$ cat src/rtl/mem_dump_engine.sv
// rtl/mem_dump_engine.sv - walks main memory and streams (address, data) pairs downstream
//
// Optional feature macro: MEM_DUMP_SKIP_INVALID_EN
//   defined   : locations returned with mem_rd_valid=0 are skipped and not counted
//   undefined : every address in the range is emitted and counted
//
// Ports:
//   clock, resetN            system clock, asynchronous active-low reset
//   start                    one-cycle pulse, accepted only in IDLE
//   start_addr, end_addr     inclusive dump range, sampled on start (wraps if start > end)
//   busy, done               dump in progress / one-cycle completion pulse
//   mem_rd_en, mem_addr      one-cycle read request and held read address
//   mem_rd_data, mem_rd_valid, mem_rd_ack   read response
//   out_valid, out_ready, out_addr, out_data   pair stream with valid/ready handshake
//   word_count               pairs accepted downstream in the current or last dump

module mem_dump_engine #(
    parameter int ADDR_W = 12,
    parameter int DATA_W = 12,
    parameter int RD_LAT = 2
) (
    input  logic              clock,
    input  logic              resetN,
    input  logic              start,
    input  logic [ADDR_W-1:0] start_addr,
    input  logic [ADDR_W-1:0] end_addr,
    output logic              busy,
    output logic              done,
    output logic              mem_rd_en,
    output logic [ADDR_W-1:0] mem_addr,
    input  logic [DATA_W-1:0] mem_rd_data,
    input  logic              mem_rd_valid,
    input  logic              mem_rd_ack,
    output logic              out_valid,
    input  logic              out_ready,
    output logic [ADDR_W-1:0] out_addr,
    output logic [DATA_W-1:0] out_data,
    output logic [ADDR_W:0]   word_count
);

    // The engine never pipelines reads, so the latency only has to be legal;
    // the FSM simply waits in WAIT for the acknowledge.
    if (RD_LAT < 1) begin : g_bad_rd_lat
        $error("mem_dump_engine: RD_LAT must be >= 1");
    end

    typedef enum logic [2:0] {
        IDLE,
        REQ,
        WAIT,
        SEND,
        NEXT,
        DONE
    } state_t;

    state_t            state;
    logic [ADDR_W-1:0] cur_addr;
    logic [ADDR_W-1:0] lim_addr;
    logic              emit;

`ifdef MEM_DUMP_SKIP_INVALID_EN
    assign emit = mem_rd_valid;
`else
    logic unused_valid;
    assign emit         = 1'b1;
    assign unused_valid = mem_rd_valid;
`endif

    always_ff @(posedge clock or negedge resetN) begin
        if (!resetN) begin
            state      <= IDLE;
            cur_addr   <= '0;
            lim_addr   <= '0;
            busy       <= 1'b0;
            done       <= 1'b0;
            mem_rd_en  <= 1'b0;
            mem_addr   <= '0;
            out_valid  <= 1'b0;
            out_addr   <= '0;
            out_data   <= '0;
            word_count <= '0;
        end else begin
            // Strobes default low so each is a single-cycle pulse.
            done      <= 1'b0;
            mem_rd_en <= 1'b0;
            case (state)
                IDLE: begin
                    if (start) begin
                        cur_addr   <= start_addr;
                        lim_addr   <= end_addr;
                        word_count <= '0;
                        busy       <= 1'b1;
                        state      <= REQ;
                    end
                end
                REQ: begin
                    mem_rd_en <= 1'b1;
                    mem_addr  <= cur_addr;
                    state     <= WAIT;
                end
                WAIT: begin
                    // mem_addr is left untouched here, keeping it stable until the ack.
                    if (mem_rd_ack) begin
                        out_data <= mem_rd_data;
                        out_addr <= cur_addr;
                        if (emit) begin
                            out_valid <= 1'b1;
                            state     <= SEND;
                        end else begin
                            state <= NEXT;
                        end
                    end
                end
                SEND: begin
                    if (out_valid && out_ready) begin
                        out_valid  <= 1'b0;
                        word_count <= word_count + 1'b1;
                        state      <= NEXT;
                    end
                end
                NEXT: begin
                    // Equality test (not magnitude) lets a range wrap through the top of memory.
                    if (cur_addr == lim_addr) begin
                        state <= DONE;
                    end else begin
                        cur_addr <= cur_addr + 1'b1;
                        state    <= REQ;
                    end
                end
                DONE: begin
                    done  <= 1'b1;
                    busy  <= 1'b0;
                    state <= IDLE;
                end
                default: state <= IDLE;
            endcase
        end
    end

endmodule

$ cat config.mk
export PLATFORM = sky130hd
export DESIGN_NAME = mem_dump_engine
export DESIGN_NICKNAME = d
export VERILOG_FILES = /design/src/rtl/mem_dump_engine.sv
export SDC_FILE = /design/constraint.sdc
export NUM_CORES = 1
export LEC_CHECK = 0
export BUFFER_PORTS_ARGS = -buffer_cell sky130_fd_sc_hd__buf_2
export CORE_MARGIN = 2
export CORE_UTILIZATION = 56
export DETAILED_ROUTE_END_ITERATION = 10
export PLACE_DENSITY_LB_ADDON = 0.25
export SYNTH_ARGS = -nofsm -noshare
export SYNTH_HDL_FRONTEND = slang
export SYNTH_SLANG_ARGS = --single-unit
$ cat constraint.sdc
create_clock -name clock -period 5.6 [get_ports clock]
set_clock_uncertainty 0.1 [all_clocks]
set_input_delay 1.68 -clock clock [delete_from_list [all_inputs] [get_ports clock]]
set_output_delay 1.68 -clock clock [all_outputs]
set_load 0.01 [all_outputs]
[After elaboration in Yosys (flattened, before gate mapping)]
Index checks and enable logic that the tools add are counted.
Storage, ports and cells
  register bits: 80
  output and inout bits: 53
  word-level logic and storage cells: 54
Operators by class
  equality and inequality tests: 10
  add/sub/neg operators: 2
  muxes and demuxes: 18
  reduce and logical (&&, ||, !) cells: 13
Operators with widths (number)
  13-bit 2-to-1 mux: 2
  13-bit one-hot mux with 2 select lines: 1
  12-bit 2-to-1 mux: 2
  12-bit one-hot mux with 2 select lines: 1
  3-bit one-hot mux with 5 select lines: 1
  13-bit by 1-bit adder with 13-bit output, second input constant: 1
  12-bit by 1-bit adder with 12-bit output, second input constant: 1
  12-bit == test: 1
  3-bit 2-to-1 mux: 4
  3-bit AND reduction: 4
  2-bit != test, second input constant: 4
  2-bit nonzero test: 4
  3-bit by 2-bit == test with 1-bit output, second input constant: 2
  3-bit == test, second input constant: 2
  2-bit AND reduction: 3
  1-bit 2-to-1 mux: 5
  1-bit one-hot mux with 2 select lines: 2
  3-bit by 1-bit == test with 1-bit output, second input constant: 1
  3-bit logical NOT: 1
  1-bit logical AND: 1

[Logic depth before layout (Yosys ltp)]
Gate-level depths: netlist of the first run.
  depth after elaboration: 3
  mapped depth: 8
  depth with buffers taken out: 6

[Worst setup path after synthesis of the first run]
Ideal clock, no wire load.
  kind: input port to flip-flop
  from: input port start
  to: register word_count[12]
  slack: 2.617 ns
  stages on the path: 5
  data required time: 5.422 ns
  arrival: 2.804 ns
  buffers on the path: 0
  cells stage by stage: nor4b_4 o21bai_1 nand3_1 or3_1 a21oi_1
Between the ends
  longest elaborated chain between the ends: 2
Ends and longest elaborated chain
  from (decl): line 24  | input logic start,
  2-bit != test (no line)
  3-bit AND reduction (no line)
  to (signal assigned): line 117  | word_count <= word_count + 1'b1;
  to (decl): line 38  | output logic [ADDR_W:0] word_count
No other way between the ends.
A chain may end at the register's enable or synchronous reset.

[Worst setup path after layout of the first run]
  from: input port mem_rd_ack
  to: register out_data[11]
Between the ends
  longest elaborated chain between the ends: 1
Ends and longest elaborated chain
  from (decl): line 33  | input logic mem_rd_ack,
  2-bit AND reduction (no line)
  to (signal assigned): line 104  | out_data <= mem_rd_data;
  to (decl): line 37  | output logic [DATA_W-1:0] out_data,
No other way between the ends.

==> results of run 1 <==
==> Yosys cell counts <==
library cell / n / area, µm²
and4_1: 3 / 26.3
a21o_1: 1 / 7.51
or4_1: 1 / 7.51
a211oi_1: 2 / 15.0
dfrtp_1: 80 / 2000
o21bai_1: 3 / 22.5
buf_1: 1 / 3.75
and3_1: 2 / 12.5
buf_2: 5 / 25.0
and2_1: 2 / 12.5
ha_1: 2 / 25.0
o31ai_1: 1 / 7.51
nand3_1: 12 / 60.1
and2_4: 1 / 8.76
nand2_1: 17 / 63.8
or3_1: 1 / 6.26
inv_1: 5 / 18.8
mux2_2: 48 / 541
o21a_1: 1 / 7.51
xor2_1: 8 / 70.1
nor3_1: 2 / 10.0
nor3b_1: 1 / 7.51
nand4_1: 9 / 56.3
mux2i_1: 4 / 40.0
xnor2_1: 13 / 114
o21ai_0: 9 / 45.0
nor4b_4: 1 / 23.8
o22ai_1: 6 / 37.5
clkbuf_1: 11 / 41.3
a21oi_1: 13 / 65.1
buf_6: 1 / 11.3
a31o_2: 1 / 8.76
nand2b_1: 4 / 25.0
nor2_1: 12 / 45.0
or2_2: 2 / 12.5
nor3b_2: 2 / 25.0
and3b_1: 1 / 8.76
a31oi_1: 12 / 75.1
==> per-layer routing <==
layer / vias up / share of wire
met1: 1297 / 0.44
met3: 10 / 0.066
met4: 0 / 0.011
met5: - / 0
met2: 98 / 0.48
li1: 1252 / -
==> state kept, by name, summed over array words and instances, names as in the netlist <==
register	count
busy	1
cur_addr	12
done	1
lim_addr	12
mem_addr	12
mem_rd_en	1
out_addr	12
out_data	12
out_valid	1
state	3
word_count	13
==> final cells by class <==
| cell class | instances | area, µm² | share of cell area |
|---|---|---|---|
| repair buffers | 96 | 490 | 0.114 |
| clock inverters | 7 | 78.8 | 0.0183 |
| flip-flops and latches | 80 | 2000 | 0.464 |
| multi-input cells | 197 | 1500 | 0.349 |
| well taps | 77 | 96.3 | 0.0223 |
| inverters | 5 | 18.8 | 0.00435 |
| clock buffers | 9 | 124 | 0.0287 |
==> power by group through the flow <==
stage                     combinational (mW)  clock (mW)  sequential [mW]
after floorplan                        0.561           0             1.06
after global placement                 0.829           0             1.07
after detailed placement               0.854           0             1.08
after CTS                              0.859       0.440             1.07
after global routing                   0.929       0.468             1.11
final                                  0.848       0.433             1.07
==> worst paths after layout <==
check,slack [ps],start,end,depth (start not counted)
min reg2reg,410,mem_addr[0],mem_addr[0],1
max,2430,mem_rd_ack,out_data[11],4
max reg2reg,2950,state[0],cur_addr[0],6
min,410,mem_addr[0],mem_addr[0],1
max in group asynchronous,3390,resetN,mem_addr[6],1
min in group asynchronous,1380,resetN,lim_addr[9],1
==> cell families (layout without fill, tap and decap cells) <==
family | after synthesis | count (layout)
xor+xnor | 21 | 21
flops | 80 | 80
compound gates | 49 | 49
simple gates | 73 | 73
buf+inv | 23 | 117
mux | 52 | 52
fa+ha+maj | 2 | 2
==> stage by stage <==
| step | std cells | hold slack (ps) |
|---|---|---|
| 6_report | 471 | 411 |
| 5_1_grt | 471 | 431 |
| 4_1_cts | 471 | 411 |
| 3_5_place_dp | 455 | 390 |
| 3_3_place_gp | 455 | 386 |
| 2_1_floorplan | 300 | 402 |
==> worst max-delay path: cells and delay by family <==
kind / cells / cell delay [ps]
mux: 1 / 330
buf+inv: 2 / 360
simple gates: 1 / 950
==> results.sh, run 1 <==
export IMPL_use_met2=0.338
export IMPL_synth_nets=344
export IMPL_routed_wl_mm=7.65
export IMPL_setup_slack_ps=2430
export IMPL_drv_cap=0
export IMPL_drive_gt1_frac=0.426
export IMPL_dieArea_mm2=0.00708
export IMPL_worst_pin_slew_ps=1190
export IMPL_first_pass_iters=4
export IMPL_grt_overflow_total=0
export IMPL_holdBufCountCts=0
export IMPL_diodes=0
export IMPL_synth_top_family_by_area="multiplexers"
export IMPL_internal_power_mw=1.49
export IMPL_switching_share=0.365
export IMPL_core_area_mm2=0.00628
export IMPL_synth_mux_area_frac=0.162
export IMPL_gp_congestion=0.845
export IMPL_p_leak_nw=1.95
export IMPL_path_max_fanout=23
export IMPL_num_rows=29
export IMPL_viasPerCell=5.64
export IMPL_grtUsageMet3=0.0584
export IMPL_totalPowerFinal_mw=2.35
export IMPL_synth_area_mm2=0.00359
export IMPL_pin_count=95
export IMPL_fin_tns_setup_ps=0
export IMPL_io_buffers=93
export IMPL_grt_max_degree=81
export IMPL_crit_type="primary input to flip-flop"
export IMPL_wire_per_inst_um=16.2
export IMPL_antenna_found_initial=0
export IMPL_outcome="complete, no violations"
export IMPL_grt_usage=0.225
export IMPL_dp_hpwl_mm=5.20
export IMPL_ys_types=38
export IMPL_gr_max_usage_layer="met2"
export IMPL_cp_start_kind="primary input"
export IMPL_gr_usage_met1=0.314
export IMPL_cp_end_kind="flip-flop"
export IMPL_period_share=0.567
export IMPL_worstSkewPairLatency_ps=360
export IMPL_finalNetCount=433
export IMPL_fp_dieH_um=84.1
export IMPL_worst_path_max_delay_cell="nor3b_4"
export IMPL_crit_path_cell_trace="buf_2 -> nor3b_4 -> buf_4 -> mux2_2"
export IMPL_yosys_warnings=0
export IMPL_finalSetupViolCount=0
export IMPL_post_cts_resize_count=0
export IMPL_fin_area_mm2=0.00431
export IMPL_required_ps=5750
export IMPL_pre_cts_slack_ps=2010
export IMPL_ir_worst_vdd_mv=0.327
export IMPL_drt_iter0_markers=121
export IMPL_synthCells=300
export IMPL_maxSlewViolCount=0
export IMPL_clk_pin_slew_ps=90
export IMPL_synth_xor_area_share=0.0512
export IMPL_htree_levels=3
export IMPL_slowest_delay_ps=950
export IMPL_combPwrFrac=0.361
export IMPL_cts_setup_buffers=0
export IMPL_holdCritPathClass="flip-flop to flip-flop"
export IMPL_slew_limit_headroom=0.207
export IMPL_hold_viol=0
export IMPL_place_area_mm2=0.00411
export IMPL_cts_tree="yes"
export IMPL_cts_buffer_depth=2
export IMPL_clock_root_buffer="clkbuf_8"
export IMPL_synthToLayoutAreaGrowth_pct=20.0
export IMPL_synth_compound_area_frac=0.0811
export IMPL_grt_pass1_vias=2587
export IMPL_ys_seq_elements=80
export IMPL_seqPwrFrac=0.455
export IMPL_avgSynthCellArea_um2=12.0
export IMPL_route_detailed_drc=0
export IMPL_p_clk_frac=0.184
export IMPL_start_util=0.573
export IMPL_synthSimpleGateAreaFrac=0.115
export IMPL_p_per_area_mw_per_mm2=545
export IMPL_die_w_um=84.1
export IMPL_fillCellCount=491
export IMPL_period_minus_slack_ps=3170
export IMPL_cp_arrival_ps=3330
export IMPL_antenna_left=0
export IMPL_numCtsBuffers=9
export IMPL_synthAdderAreaFrac=0.00696
export IMPL_layout_common_cells="92 x buf_2, 80 x dfrtp_1, 48 x mux2_2"
export IMPL_clock_fmax_ghz=0.315
export IMPL_vias=2657
export IMPL_net_switching_power_mw=0.859
export IMPL_layout_commonest_cell="buf_2"
export IMPL_fin_util=0.687
export IMPL_grt_pass1_wl_mm=12.5
export IMPL_seq_area_frac_synth=0.557
export IMPL_rsz0062_at_grt="no"
export IMPL_cts_sinks=80
Note: power is estimated with default switching activity, not from simulation.
==> inputs of run 2 (changes only) <==
--- a/config.mk
+++ b/config.mk
@@ -5,9 +5,10 @@
 export SDC_FILE = /design/constraint.sdc
 export NUM_CORES = 1
 export LEC_CHECK = 0
+export ABC_AREA = 1
 export BUFFER_PORTS_ARGS = -buffer_cell sky130_fd_sc_hd__buf_2
 export CORE_MARGIN = 2
-export CORE_UTILIZATION = 56
+export CORE_UTILIZATION = 48
 export DETAILED_ROUTE_END_ITERATION = 10
 export PLACE_DENSITY_LB_ADDON = 0.25
 export SYNTH_ARGS = -nofsm -noshare
==> constraint.sdc (replaced) <==
create_clock -name clock -period 2.6 [get_ports clock]
set_clock_uncertainty 0.1 [all_clocks]
set_input_delay 0.78 -clock clock [delete_from_list [all_inputs] [get_ports clock]]
set_output_delay 0.78 -clock clock [all_outputs]
set_load 0.01 [all_outputs]
==> results.sh, run 2 <==
export IMPL_synth_nets=513
export IMPL_grt_usage=0.218
export IMPL_drv_cap=0
export IMPL_crit_type="flip-flop to flip-flop"
export IMPL_period_minus_slack_ps=1920
export IMPL_dieArea_mm2=0.00871
export IMPL_yosysMostFrequentCell="nand2_1"
export IMPL_synth_edff_count=0
export IMPL_cts_tree="yes"
export IMPL_largest_reg_flops=13
export IMPL_htree_levels=3
export IMPL_synthAdderAreaFrac=0.00653
export IMPL_synthFlopType="dfrtp_1"
export IMPL_clock_fmax_ghz=0.520
export IMPL_required_ps=2810
export IMPL_hold_viol=0
export IMPL_io_buffers=93
export IMPL_p_leak_nw=2.52
export IMPL_num_rows=32
export IMPL_regMostFlops="word_count"
export IMPL_fp_dieH_um=93.3
export IMPL_synth_compound_area_frac=0.0693
export IMPL_pin_count=95
export IMPL_synth_top_family_by_area="simple AND/OR/NAND/NOR gates"
export IMPL_yosysTopAreaCell="dfrtp_1"
export IMPL_avgSynthCellArea_um2=8.17
export IMPL_vias=3428
export IMPL_numCtsBuffers=9
export IMPL_dp_hpwl_mm=6.62
export IMPL_finalSetupViolCount=0
export IMPL_cts_buffer_depth=2
export IMPL_yosys_top_cells_count="165 x nand2_1, 80 x dfrtp_1, 42 x nand3_1, 40 x o21ai_0, 37 x inv_1"
export IMPL_clock_root_buffer="clkbuf_8"
export IMPL_slew_limit_headroom=0.558
export IMPL_antenna_found_initial=0
export IMPL_cts_setup_buffers=0
export IMPL_post_cts_resize_count=0
export IMPL_ir_worst_vdd_mv=0.232
export IMPL_cp_end_kind="flip-flop"
export IMPL_synth_area_mm2=0.00383
export IMPL_clk_pin_slew_ps=100
export IMPL_synth_mux_area_frac=0.0402
export IMPL_finalNetCount=607
export IMPL_outcome="complete, no violations"
export IMPL_place_area_mm2=0.00440
export IMPL_ys_async_sr_fraction=1.00
export IMPL_period_share=0.740
export IMPL_ys_types=27
export IMPL_use_met2=0.324
export IMPL_routed_wl_mm=9.03
export IMPL_multi_input_area_mm2=0.00159
export IMPL_fillCellCount=723
export IMPL_holdCritPathClass="primary input to asynchronous set/reset pin"
export IMPL_grtUsageMet3=0.0371
export IMPL_synthTopCellsByArea="dfrtp_1 52%, nand2_1 16%, nand3_1 5.5%"
export IMPL_grt_pass1_vias=3222
export IMPL_gr_max_usage_layer="met2"
export IMPL_worstSkewPairLatency_ps=370
export IMPL_seq_area_frac_synth=0.523
export IMPL_cp_start_kind="flip-flop"
export IMPL_first_pass_iters=5
export IMPL_grt_max_degree=45
export IMPL_antenna_left=0
export IMPL_regArea_mm2=0.00200
export IMPL_worst_pin_slew_ps=662
export IMPL_synth_top_area_share=0.523
export IMPL_cts_sinks=80
export IMPL_rsz0062_at_grt="no"
export IMPL_synthCells=469
export IMPL_maxSlewViolCount=0
export IMPL_gp_congestion=0.859
export IMPL_layout_common_cells="165 x nand2_1, 92 x buf_2, 80 x dfrtp_1"
export IMPL_holdBufCountCts=0
export IMPL_drt_iter0_markers=188
export IMPL_synthToLayoutAreaGrowth_pct=19.8
export IMPL_drive_gt1_frac=0.250
export IMPL_core_area_mm2=0.00773
export IMPL_yosys_warnings=0
export IMPL_fin_area_mm2=0.00459
export IMPL_die_w_um=93.3
export IMPL_ys_seq_elements=80
export IMPL_wire_per_inst_um=13.5
export IMPL_diodes=0
export IMPL_fin_tns_setup_ps=0
export IMPL_synthSimpleGateAreaFrac=0.287
export IMPL_start_util=0.496
export IMPL_p_per_area_mw_per_mm2=484
export IMPL_layout_commonest_cell="nand2_1"
export IMPL_grt_overflow_total=0
export IMPL_route_detailed_drc=0
export IMPL_grt_pass1_wl_mm=14.8
export IMPL_viasPerCell=5.12
export IMPL_path_max_fanout=12
export IMPL_synth_xor_area_share=0.0114
export IMPL_gr_usage_met1=0.308
export IMPL_cp_arrival_ps=2130
run 2: cell types whose count changed in the layout (fill, tap and decap cells not counted), sizes merged, moves of 18 or more:
| cell | change |
|---|---|
| mux2 | -36 |
| inv | +42 |
| nand3 | +30 |
| nor2 | +18 |
| nand2 | +153 |
| o21ai | +34 |
run 2: per-stage QoR:
step | hold slack [ps] | power (mW) | instances | util | worst slack (ps)
6_report | 270 | 2.22 | 670 | 0.594 | 676
5_1_grt | 298 | 2.31 | 670 | 0.594 | 419
4_1_cts | 287 | 2.24 | 670 | 0.594 | 704
3_5_place_dp | 368 | 1.34 | 654 | 0.569 | 618
3_3_place_gp | 359 | 1.34 | 654 | 0.569 | 645
2_1_floorplan | 366 | 1.28 | 469 | - | 965
run 2: worst paths after layout:
| path | start | end | slack, ps | cells past startpoint |
|---|---|---|---|---|
| worst min register to register | out_addr[1] | out_addr[1] | 380 | 2 |
| max in group asynchronous | resetN | word_count[8] | 1530 | 2 |
| worst max-delay path | cur_addr[2] | cur_addr[3] | 680 | 10 |
| min in group clock | out_addr[1] | out_addr[1] | 380 | 2 |
| worst max register to register | cur_addr[2] | cur_addr[3] | 680 | 10 |
| worst min-delay path | resetN | out_data[11] | 270 | 1 |
run 2: critical path, stage by stage (launching register included):
cell and delay, ps:
dfrtp_1 540, inv_1 130, nand2_1 90, o21ai_1 70, nor2_1 90, nand2_1 60, nor2_1 80, nand2_1 240
nand2_2 310, nand2_1 100, nand2_1 70
run 2: where the power goes:
group          internal (mW)  switching, mW
logic                 0.0290         0.0394
clock network          0.377          0.532
registers               1.24              0
total                   1.65          0.571
run 2: kinds of logic after synthesis:
logic type,Yosys count
AND/OR/NAND/NOR,260
flip-flops,80
buffers and inverters,58
AO/OA/AOI/OAI,52
multiplexers,12
XOR/XNOR,5
adder cells (fa/ha/maj),2
run 2: area by class of cell:
type	count	share of cell area
sequential	80	0.436
multi-input combinational	331	0.346
timing repair buffer	98	0.113
inverter	43	0.0352
tap	102	0.0278
clock buffer	9	0.0270
clock inverter	7	0.0147
run 2: metal layers:
layer / wire length (µm) / part of all wire / vias up
li1: - / - / 1694
met1: 4180 / 0.46 / 1579
met2: 4000 / 0.44 / 132
met3: 568 / 0.063 / 23
met4: 294 / 0.033 / 0
met5: 0 / 0 / -
